===== config.mk =====
export PLATFORM = sky130hd
export DESIGN_NAME = runner_sprite_ctrl
export DESIGN_NICKNAME = d
export VERILOG_FILES = /design/src/rtl/runner_sprite_ctrl.sv
export SDC_FILE = /design/constraint.sdc
export NUM_CORES = 1
export LEC_CHECK = 0
export BUFFER_PORTS_ARGS = -buffer_cell sky130_fd_sc_hd__buf_2
export CAP_MARGIN = 25
export CORE_MARGIN = 2
export CORE_UTILIZATION = 61
export DETAILED_ROUTE_END_ITERATION = 7
export PLACE_DENSITY = 0.83
export RECOVER_POWER = 25
export SKIP_LAST_GASP = 1
export SYNTH_ARGS = -nofsm -noshare
export SYNTH_HDL_FRONTEND = slang
export SYNTH_SLANG_ARGS = --single-unit

===== constraint.sdc =====
create_clock -name clk -period 11.19 [get_ports clk]
set_input_delay 2.238 -clock clk [delete_from_list [all_inputs] [get_ports clk]]
set_output_delay 2.238 -clock clk [all_outputs]
set_load 0.01 [all_outputs]

===== src/rtl/runner_sprite_ctrl.sv =====
// Runner sprite controller: jump/gravity physics, run animation and the packed sprite descriptor.
// Optional feature: define RUNNER_DOUBLE_JUMP_EN to allow one extra jump per airborne period.
module runner_sprite_ctrl #(
    parameter int GROUND_Y   = 400,
    parameter int MIN_Y      = 32,
    parameter int MAX_Y      = 480,
    parameter int X_BASE     = 80,
    parameter int TICK_DIV   = 100000,
    parameter int JUMP_V0    = 8,
    parameter int GRAVITY    = 1,
    parameter int VMAX       = 15,
    parameter int ANIM_DIV   = 200000,
    parameter int RUN_FRAMES = 5,
    parameter int COOLDOWN   = 500000,
    parameter int SPRITE_ID  = 0
) (
    input  logic        clk,
    input  logic        reset,
    input  logic        jump_req,
    input  logic        game_over,
    input  logic        on_ground,
    input  logic        dis_enable,
    input  logic [9:0]  x_shift,
    output logic [9:0]  pos_x,
    output logic [9:0]  pos_y,
    output logic [5:0]  vel,
    output logic [1:0]  state,
    output logic        fell,
    output logic [31:0] dina,
    output logic [2:0]  addr
);

    localparam int TICK_W = (TICK_DIV > 1) ? $clog2(TICK_DIV) : 1;
    localparam int ANIM_W = (ANIM_DIV > 1) ? $clog2(ANIM_DIV) : 1;
    localparam int COOL_W = (COOLDOWN > 0) ? $clog2(COOLDOWN + 1) : 1;

    typedef enum logic [1:0] {
        ST_RUN  = 2'd0,
        ST_RISE = 2'd1,
        ST_FALL = 2'd2,
        ST_OUT  = 2'd3
    } state_e;

    state_e              state_q, state_d;
    logic [9:0]          pos_x_q;
    logic [9:0]          pos_y_q, pos_y_d;
    logic [5:0]          vel_q, vel_d;
    logic                fell_q, fell_d;
    logic [COOL_W-1:0]   cool_q, cool_d;
    logic [TICK_W-1:0]   tick_q, tick_d;
    logic [ANIM_W-1:0]   anim_q, anim_d;
    logic [2:0]          frame_q, frame_d;
    logic [2:0]          rom_row_q, rom_row_d;
    logic [2:0]          rom_col_q, rom_col_d;
    logic                jump_prev_q;
    logic [31:0]         dina_q, dina_d;

    logic                jump_edge, tick_hit, ground_jump, air_jump;
    logic signed [10:0]  rise_diff;
    logic [9:0]          rise_y;
    logic [5:0]          rise_v;
    logic [6:0]          fall_sum;
    logic [5:0]          fall_v;
    logic [10:0]         fall_y11;
    logic [9:0]          fall_y;
    logic                landing;

    assign jump_edge   = jump_req & ~jump_prev_q;
    assign tick_hit    = (tick_q == TICK_W'(TICK_DIV - 1));
    assign ground_jump = jump_edge && (state_q == ST_RUN) && (cool_q == '0);

`ifdef RUNNER_DOUBLE_JUMP_EN
    logic air_used_q, air_used_d;
    assign air_jump = jump_edge && ((state_q == ST_RISE) || (state_q == ST_FALL)) && !air_used_q;
`else
    assign air_jump = 1'b0;
`endif

    // Position math is widened to 11 bits so MIN_Y/MAX_Y clamping never sees a wrapped value.
    assign rise_diff = $signed({1'b0, pos_y_q}) - $signed({5'b0, vel_q});
    assign rise_y    = (rise_diff < $signed(11'(MIN_Y))) ? 10'(MIN_Y) : rise_diff[9:0];
    assign rise_v    = (vel_q > 6'(GRAVITY)) ? vel_q - 6'(GRAVITY) : 6'd0;
    assign fall_sum  = {1'b0, vel_q} + 7'(GRAVITY);
    assign fall_v    = (fall_sum > 7'(VMAX)) ? 6'(VMAX) : fall_sum[5:0];
    assign fall_y11  = {1'b0, pos_y_q} + {5'b0, fall_v};
    assign fall_y    = (fall_y11 >= 11'(MAX_Y)) ? 10'(MAX_Y) : fall_y11[9:0];
    assign landing   = on_ground && (pos_y_q <= 10'(GROUND_Y)) && (fall_y11 >= 11'(GROUND_Y));

    always_comb begin
        // NOTE: every next-state signal takes its hold value first, so no branch can infer a latch.
        state_d  = state_q;
        pos_y_d  = pos_y_q;
        vel_d    = vel_q;
        cool_d   = cool_q;
        tick_d   = tick_q;
        anim_d   = anim_q;
        frame_d  = frame_q;
`ifdef RUNNER_DOUBLE_JUMP_EN
        air_used_d = air_used_q;
`endif

        if (!game_over) begin
            tick_d = tick_hit ? '0 : tick_q + TICK_W'(1);
            if (cool_q != '0) cool_d = cool_q - COOL_W'(1);

            if (state_q == ST_RUN) begin
                if (anim_q == ANIM_W'(ANIM_DIV - 1)) begin
                    anim_d  = '0;
                    frame_d = (frame_q == 3'(RUN_FRAMES - 1)) ? 3'd0 : frame_q + 3'd1;
                end else begin
                    anim_d = anim_q + ANIM_W'(1);
                end
            end

            // An accepted jump pre-empts this cycle's tick physics.
            if (ground_jump || air_jump) begin
                state_d = ST_RISE;
                vel_d   = 6'(JUMP_V0);
`ifdef RUNNER_DOUBLE_JUMP_EN
                if (air_jump) air_used_d = 1'b1;
`endif
            end else if (tick_hit) begin
                case (state_q)
                    ST_RUN: begin
                        if (!on_ground) begin
                            state_d = ST_FALL;
                            vel_d   = 6'd0;
                        end
                    end
                    ST_RISE: begin
                        pos_y_d = rise_y;
                        vel_d   = rise_v;
                        if (rise_v == 6'd0) state_d = ST_FALL;
                    end
                    ST_FALL: begin
                        if (landing) begin
                            pos_y_d = 10'(GROUND_Y);
                            vel_d   = 6'd0;
                            state_d = ST_RUN;
                            cool_d  = COOL_W'(COOLDOWN);
`ifdef RUNNER_DOUBLE_JUMP_EN
                            air_used_d = 1'b0;
`endif
                        end else begin
                            pos_y_d = fall_y;
                            vel_d   = fall_v;
                            if (fall_y == 10'(MAX_Y)) begin
                                state_d = ST_OUT;
                                vel_d   = 6'd0;
                            end
                        end
                    end
                    default: vel_d = 6'd0;
                endcase
            end
        end

        fell_d = (state_d == ST_OUT);

        rom_row_d = 3'd0;
        rom_col_d = frame_d;
        if (game_over) begin
            rom_row_d = 3'd1;
            rom_col_d = 3'd0;
        end else if (state_d == ST_RISE) begin
            rom_row_d = 3'd2;
            rom_col_d = 3'd0;
        end else if (state_d != ST_RUN) begin
            rom_row_d = 3'd2;
            rom_col_d = 3'd1;
        end

        dina_d = {dis_enable, 4'b0, 1'b0, pos_x_q, pos_y_q, rom_row_q, rom_col_q};
    end

    always_ff @(posedge clk) begin
        if (reset) begin
            state_q     <= ST_RUN;
            pos_x_q     <= 10'(X_BASE);
            pos_y_q     <= 10'(GROUND_Y);
            vel_q       <= 6'd0;
            fell_q      <= 1'b0;
            cool_q      <= '0;
            tick_q      <= '0;
            anim_q      <= '0;
            frame_q     <= 3'd0;
            rom_row_q   <= 3'd0;
            rom_col_q   <= 3'd0;
            jump_prev_q <= 1'b0;
            dina_q      <= {1'b0, 5'b0, 10'(X_BASE), 10'(GROUND_Y), 6'b0};
`ifdef RUNNER_DOUBLE_JUMP_EN
            air_used_q  <= 1'b0;
`endif
        end else begin
            // NOTE: non-blocking assignments keep every register reading last cycle's values.
            state_q     <= state_d;
            pos_x_q     <= 10'(X_BASE) + x_shift;
            pos_y_q     <= pos_y_d;
            vel_q       <= vel_d;
            fell_q      <= fell_d;
            cool_q      <= cool_d;
            tick_q      <= tick_d;
            anim_q      <= anim_d;
            frame_q     <= frame_d;
            rom_row_q   <= rom_row_d;
            rom_col_q   <= rom_col_d;
            jump_prev_q <= jump_req;
            dina_q      <= dina_d;
`ifdef RUNNER_DOUBLE_JUMP_EN
            air_used_q  <= air_used_d;
`endif
        end
    end

    assign pos_x = pos_x_q;
    assign pos_y = pos_y_q;
    assign vel   = vel_q;
    assign state = state_q;
    assign fell  = fell_q;
    assign dina  = dina_q;
    assign addr  = 3'(SPRITE_ID);

endmodule


; ---- After elaboration in Yosys (flattened, before gate mapping)
; Index checks and enable logic that the tools add are counted.
[totals]
inputBits = 16
regBits = 125
elab_cells = 97
[classes]
muxes = 35
n_bitwise = 4
eq_ne = 9
n_addsub = 9
n_reduce_logical = 17
magnitude_cmp = 6
[op_table]
columns = operator, count
row1 = 19-bit 2-to-1 mux, 5
row2 = 6-bit 2-to-1 mux, 7
row3 = 10-bit 2-to-1 mux, 3
row4 = 11-bit by 9-bit greater-or-equal comparator with 1-bit output (second input constant), 2
row5 = 10-bit case mux with 2 select lines, 1
row6 = 19-bit zero test, 1
row7 = 19-bit nonzero test, 1
row8 = 19-bit by 1-bit subtractor with 19-bit output (second input constant), 1
row9 = 18-bit by 1-bit adder with 18-bit output (second input constant), 1
row10 = 18-bit == test (second input constant), 1
row11 = 18-bit 2-to-1 mux, 1
row12 = 2-bit 2-to-1 mux, 9
row13 = 6-bit case mux with 3 select lines, 1
row14 = 17-bit by 1-bit adder with 17-bit output (second input constant), 1
row15 = 17-bit == test (second input constant), 1
row16 = 17-bit 2-to-1 mux, 1
row17 = 3-bit 2-to-1 mux, 4
row18 = 10-bit by 6-bit adder with 11-bit output, 1
row19 = 11-bit by 7-bit less-than comparator with 1-bit output (second input constant), 1
row20 = 10-bit by 6-bit subtractor with 11-bit output, 1
row21 = 7-bit by 10-bit adder with 10-bit output (first input constant), 1
row22 = 10-bit by 9-bit == test with 1-bit output (second input constant), 1
row23 = 10-bit by 9-bit less-or-equal comparator with 1-bit output (second input constant), 1
row24 = 6-bit by 1-bit adder with 7-bit output (second input constant), 1
row25 = 22 further kinds, 32

; ---- Longest topological paths before layout
; Gate-level depths: netlist of the first run.
[logic_depth]
depth_word = 17
depth_mapped = 17
depth_no_buf = 16

; ---- Least setup slack after synthesis of the first run
; Ideal clock, no wire load.
[synth_timing]
kind = input-to-reg
start = in game_over
end = reg anim_q[10]
arrival_ps = 3816
setup_ps = 128
required_ps = 11062
path_stages = 9
setup_slack_ps = 7246
n_path_buf = 3
path_cell_list = nor2b_1 -> nand3_1 -> nor2_1 -> and4_1 -> clkbuf_1 -> or2_2 -> buf_2 -> buf_1 -> nor2_1
[synth_via]
elab_chain_cells = 2
[synth_rtl]
columns = element, line_no
row1 = "start, declared", 20  ; input logic game_over,
row2 = 1-bit inverter (no source line), --
row3 = 2-bit AND reduction (no source line), --
row4 = "end signal, assigned", 203  ; anim_q <= anim_d;
row5 = "end, declared", 51  ; logic [ANIM_W-1:0] anim_q, anim_d;
; No other way between the ends.
; A chain may end at the register's enable or synchronous reset.

==> flow_metrics.env, run 1 <==
export IMPL_status="finished with violations"
export IMPL_violations="max-capacitance violations, max-slew violations"
export IMPL_cts_repair_resize_count=0
export IMPL_rows=37
export IMPL_p_leak_nw=2.92
export IMPL_syn_inst=739
export IMPL_die_area_mm2=0.0111
export IMPL_overflow=0
export IMPL_slew_violations=74
export IMPL_grtUsageTotal=0.273
export IMPL_cts_setup_buffers=0
export IMPL_cts_made_buffers=17
export IMPL_nFillCells=777
export IMPL_synth_most_common_cell="dfxtp_1"
export IMPL_fin_area_mm2=0.00724
export IMPL_vias=5475
export IMPL_setup_tns_ns=0
export IMPL_placed_cells=918
export IMPL_max_stage_delay_ns=2.15
export IMPL_min_path_type="flip-flop to flip-flop"
export IMPL_max_cap_violations=1
export IMPL_fin_nets=845
export IMPL_synth_top_area_share=0.377
export IMPL_ir_drop_mv=0.119
export IMPL_clk_pin_slew_worst_paths_ns=0.06
export IMPL_initial_core_util=0.618
export IMPL_seq_area_frac_synth=0.377
export IMPL_gp_congestion=0.888
export IMPL_start_kind="input pin"
export IMPL_syn2layout_area_growth_pct=15.5
export IMPL_insertion_delay_ns=0.53
export IMPL_hold_buffers=0
export IMPL_diodes=0
export IMPL_critical_path_class="input pin to flip-flop"
export IMPL_place_ws_ns=6.93
export IMPL_power_density_mw_per_mm2=186
export IMPL_wl_per_cell_um=15.3
export IMPL_cts_path_max_buffers=2
export IMPL_fin_skew_ns=0.0114
export IMPL_drt_wl_total_um=14500
export IMPL_clock_sinks=118
export IMPL_fin_crit_sh=0.460
export IMPL_synth_top_cells_by_count="118 x dfxtp_1, 93 x nor2_1, 44 x nand2_1"
export IMPL_path_buf_inv=2
export IMPL_yosys_area_top_type="dfxtp_1"
export IMPL_htreeDepth=4
export IMPL_num_io_pins=80
export IMPL_antenna_found_initial=0
export IMPL_ys_warn_count=0
export IMPL_end_kind="flip-flop"
export IMPL_slew_headroom=-1.03
export IMPL_cp_top_family="buffers and inverters"
export IMPL_utilization=0.714
export IMPL_grt_pass1_wl_um=24700
export IMPL_cp_required_ns=11.62
export IMPL_rsz0062_at_grt="false"
export IMPL_ys_seq_elements=118
export IMPL_synth_cell_types=80
export IMPL_core_area_mm2=0.0101
export IMPL_hpwlAfterDp_um=10100
export IMPL_vias_per_cell=5.78
export IMPL_drive_above_1_share=0.149
export IMPL_syn_area_per_cell_um2=8.48
export IMPL_crit_slowest_cell="clkbuf_1"
export IMPL_synth_edf_count=0
export IMPL_grt_pass1_vias=5290
export IMPL_path_cells="buf_2, clkbuf_1, or2_2, a21o_1, o21ai_0, a21o_1"
export IMPL_portBuffers=70
export IMPL_setup_slack_ns=6.04
export IMPL_tightest_slew_ns=3.05
export IMPL_instances_no_fill=948
export IMPL_finalSetupViolations=0
export IMPL_finalHoldViolCount=0
export IMPL_postRouteAntennaNets=0
export IMPL_cts_tree="yes"
export IMPL_synth_top_flop_cell="dfxtp_1"
export IMPL_chipWidth_um=105
export IMPL_cts_root_buf="clkbuf_8"
export IMPL_drc=0
export IMPL_drtIter0Drc=412
export IMPL_post_dp_cell_area_mm2=0.00664
export IMPL_dr_pass1_iters=6
export IMPL_synthTopCellsByArea="dfxtp_1 38%, nor2_1 5.6%, ha_1 5.2%, xnor2_1 4.3%, xor2_1 3.6%"
export IMPL_grt_max_degree=74
export IMPL_fmax_ghz=0.194
export IMPL_multi_input_area_mm2=0.00362
export IMPL_final_seq_area_mm2=0.00236
export IMPL_layout_min_cycle_time_ns=5.15
export IMPL_arrival_ns=5.57
export IMPL_dieHeight_um=105
export IMPL_worst_path_max_fanout=73
export IMPL_synth_async_reset_ratio=0
export IMPL_crit_top_cell="a21o_1"
export IMPL_syn_area_mm2=0.00627
-- final timing paths --
check / end / slack, ns / cells past startpoint / start
setup / recovery: cool_q[12]$_SDFFE_PP0N_ / 6.04 / 6 / reset
hold / removal: dina[0]$_SDFF_PP0_ / 0.44 / 1 / rom_col_q[0]$_SDFF_PP0_
setup reg to reg: fell$_SDFF_PP0_ / 6.94 / 16 / vel[0]$_SDFFE_PP0P_
hold reg to reg: dina[0]$_SDFF_PP0_ / 0.44 / 1 / rom_col_q[0]$_SDFF_PP0_
-- flip-flops by register name, summed over array words and instances (netlist names), 2 cells and up --
signal and count:
anim_q 18, pos_y 10, rom_row_q 2, rom_col_q 3, vel 6, tick_q 17
cool_q 19, pos_x 10, state 2, dina 26, frame_q 3
-- metrics by stage --
step | hold WS (ns) | power [mW]
floorplan | 0.414 | 0.726
global route | 0.452 | 1.42
CTS | 0.439 | 1.35
detailed placement | 0.428 | 0.789
global placement | 0.425 | 0.776
finish | 0.436 | 1.35
-- layout make-up --
class                      count  area share
multi-input combinational    559       0.500
inverter                      34      0.0176
clock inverter                 8      0.0204
clock buffer                  22      0.0639
sequential                   118       0.326
tap                          136      0.0235
timing repair buffer          71      0.0482
-- logic make-up after synthesis --
kind of cell	synth area share
muxes	0.00798
buffers and inverters	0.0517
adders and majority gates	0.0583
and+or+nand+nor	0.274
DFF	0.377
AOI/OAI and AO/OA	0.148
xor gates and xnor gates	0.0822
other	0.000598
-- cells in the final DEF, fill, tap and decap left out, types with 5 or more instances in the layout --
cell type	netlist	final
inv_1	34	34
nor4_1	5	5
a21oi_1	40	40
nand2_1	44	44
nand2b_1	12	12
nor2b_1	32	32
buf_2	7	66
nor4b_1	9	9
nand4_1	8	8
nor3_1	20	20
and3_1	8	8
o21ai_0	21	21
or2_2	8	8
o21ai_1	7	7
ha_1	26	26
a21o_1	8	8
nand3b_1	5	5
xor2_1	26	26
clkbuf_16	0	16
conb_1	1	11
clkbuf_1	16	7
or3_1	12	12
a211oi_1	6	6
dfxtp_1	118	118
a31oi_1	8	8
nand3_1	35	35
xnor2_1	31	31
nor2_1	93	93
mux2i_1	5	5
-- power breakdown --
group / internal, mW / leakage, nW / total (mW) / switching (mW)
Clock: 0.377 / 0.301 / 0.560 / 0.183
Sequential: 0.459 / 0.959 / 0.498 / 0.0386
Combinational: 0.118 / 1.66 / 0.290 / 0.173
-- metal layers --
metal / track usage / share of wire / wire (µm) / vias to the layer above
met1: 0.332 / 0.43 / 6270 / 2560
met3: 0.0674 / 0.057 / 835 / 37
li1: - / - / - / 2691
met2: 0.461 / 0.49 / 7090 / 187
met4: 0.114 / 0.024 / 344 / 0
met5: 0 / 0 / 0 / -
No activity file was read; power rests on OpenSTA's default activity.
==> inputs of run 2 (changes only) <==
- CORE_UTILIZATION: 61 -> 58
- PLACE_DENSITY: 0.83 -> 0.8
- clock period: 11.19 -> 5 ns (I/O delays scaled with it)
==> run 2 against run 1 <==
Against the previous run: the flow still finishes with violations (max-capacitance violations, max-slew violations); utilization fell by 2.5 points; final area down 0.85%; sequential power rose by 120%; final cell count is 0.21% higher.
==> flow_metrics.env, run 2 (synthesis gave the netlist of run 1 again) <==
export IMPL_fin_nets=845
export IMPL_power_density_mw_per_mm2=402
export IMPL_cts_made_buffers=17
export IMPL_layout_min_cycle_time_ns=4.12
export IMPL_cts_root_buf="clkbuf_8"
export IMPL_cts_repair_resize_count=0
export IMPL_fin_skew_ns=0.00923
export IMPL_syn2layout_area_growth_pct=14.5
export IMPL_largest_reg_flops=26
export IMPL_cts_tree="yes"
export IMPL_final_common_cell="dfxtp_1"
export IMPL_cp_required_ns=5.43
export IMPL_dieHeight_um=108
export IMPL_cp_top_family="compound AO/OA/AOI/OAI gates"
export IMPL_violations="max-capacitance violations, max-slew violations"
export IMPL_gp_congestion=0.911
export IMPL_min_path_type="flip-flop to flip-flop"
export IMPL_antenna_found_initial=0
export IMPL_p_int_mw=1.92
export IMPL_postRouteAntennaNets=0
export IMPL_critical_path_class="flip-flop to flip-flop"
export IMPL_fin_crit_sh=0.825
export IMPL_start_kind="flip-flop"
export IMPL_drc=0
export IMPL_grt_pass1_wl_um=23500
export IMPL_slew_violations=48
export IMPL_crit_top_cell="ha_1"
export IMPL_arrival_ns=4.56
export IMPL_met3WireLength_um=815
export IMPL_finalHoldViolCount=0
export IMPL_ir_drop_mv=0.381
export IMPL_cts_path_max_buffers=2
export IMPL_htreeDepth=4
export IMPL_wl_met1_um=6460
export IMPL_insertion_delay_ns=0.54
export IMPL_initial_core_util=0.602
export IMPL_instances_no_fill=950
export IMPL_fmax_ghz=0.243
export IMPL_worst_path_max_fanout=12
export IMPL_sw_frac_of_total=0.335
export IMPL_num_io_pins=80
export IMPL_slew_headroom=-0.288
export IMPL_dr_max_layer_used="met4"
export IMPL_cts_setup_buffers=0
export IMPL_path_cells="ha_1, nand3_1, mux2i_1, nor2_1, nand2_1, ha_1, inv_1, fa_1, nand2b_2, a21oi_2, o311ai_1, a32oi_1, o31a_1, and2_1, nand3b_1, a311oi_1"
export IMPL_chipWidth_um=108
export IMPL_end_kind="flip-flop"
export IMPL_p_seq_frac=0.385
export IMPL_core_area_mm2=0.0104
export IMPL_max_cap_violations=1
export IMPL_whs_ns=0.442
export IMPL_diodes=0
export IMPL_status="finished with violations"
export IMPL_vias=5415
export IMPL_clock_sinks=118
export IMPL_wl_per_cell_um=15.1
export IMPL_die_area_mm2=0.0117
export IMPL_portBuffers=70
export IMPL_max_stage_delay_ns=0.57
export IMPL_rsz0062_at_grt="false"
export IMPL_crit_slowest_cell="dfxtp_1"
export IMPL_hold_buffers=0
export IMPL_dr_pass1_iters=5
export IMPL_final_cell_mix="118 x dfxtp_1, 93 x nor2_1, 65 x buf_2"
export IMPL_met2_length_um=6840
export IMPL_path_buf_inv=1
export IMPL_hpwlAfterDp_um=10200
export IMPL_power_frac_comb=0.227
export IMPL_drt_wl_total_um=14300
export IMPL_clk_pin_slew_worst_paths_ns=0.06
export IMPL_vias_per_cell=5.70
export IMPL_grt_max_degree=48
export IMPL_finalSetupViolations=0
export IMPL_drive_above_1_share=0.152
export IMPL_grt_pass1_vias=4994
export IMPL_setup_tns_ns=0
export IMPL_drtIter0Drc=397
export IMPL_clkPwrFrac=0.389
export IMPL_p_leak_nw=2.89
export IMPL_tightest_slew_ns=1.93
export IMPL_rows=37
export IMPL_overflow=0
export IMPL_placed_cells=918
export IMPL_grtUsageTotal=0.255
export IMPL_p_switching_mw=0.968
-- run 2: cell types whose count changed in the layout (fill, tap and decap cells not counted) --
cell,before,now
inv_8,0,3
inv_6,0,7
bufinv_16,4,0
clkinvlp_4,0,2
buf_2,66,65
clkbuf_8,4,1
clkinv_2,2,0
clkinv_4,2,3
clkbuf_1,7,6
-- run 2: stage by stage --
stage               setup WS (ns)  area (µm²)  power, mW  utilization
floorplan                    1.35        6310       1.62            -
global placement             1.22        6640       1.75        0.637
detailed placement           1.01        6640       1.76        0.637
CTS                         0.961        7190       2.90        0.690
global route                0.654        7180       3.03        0.689
finish                      0.877        7180       2.89        0.689
-- run 2: path summary, 6_finish.rpt --
check	end	depth (start not counted)	start	slack, ns
max	vel[0]$_SDFFE_PP0P_	16	vel[0]$_SDFFE_PP0P_	0.88
max reg2reg	vel[0]$_SDFFE_PP0P_	16	vel[0]$_SDFFE_PP0P_	0.88
min	dina[1]$_SDFF_PP0_	1	rom_col_q[1]$_SDFF_PP0_	0.44
min reg2reg	dina[1]$_SDFF_PP0_	1	rom_col_q[1]$_SDFF_PP0_	0.44
-- run 2: layer usage --
layer	track usage	up-vias
met2	0.408	159
met5	0	-
met3	0.0790	20
met1	0.327	2538
met4	0.0870	0
li1	-	2698
-- run 2: final cells by class --
cell class,instances,area [µm²]
Inverter,34,128
Fill cell,839,3240
Timing Repair Buffer,71,348
Multi-Input combinational cell,559,3620
Clock inverter,15,136
Sequential cell,118,2360
Tap cell,136,170
Clock buffer,17,414
-- run 2: power groups by stage --
stage	sequential [mW]	combinational (mW)	clock (mW)
floorplan	1.12	0.508	0
global placement	1.12	0.622	0
detailed placement	1.13	0.638	0
CTS	1.11	0.646	1.14
global route	1.12	0.726	1.18
finish	1.11	0.654	1.12
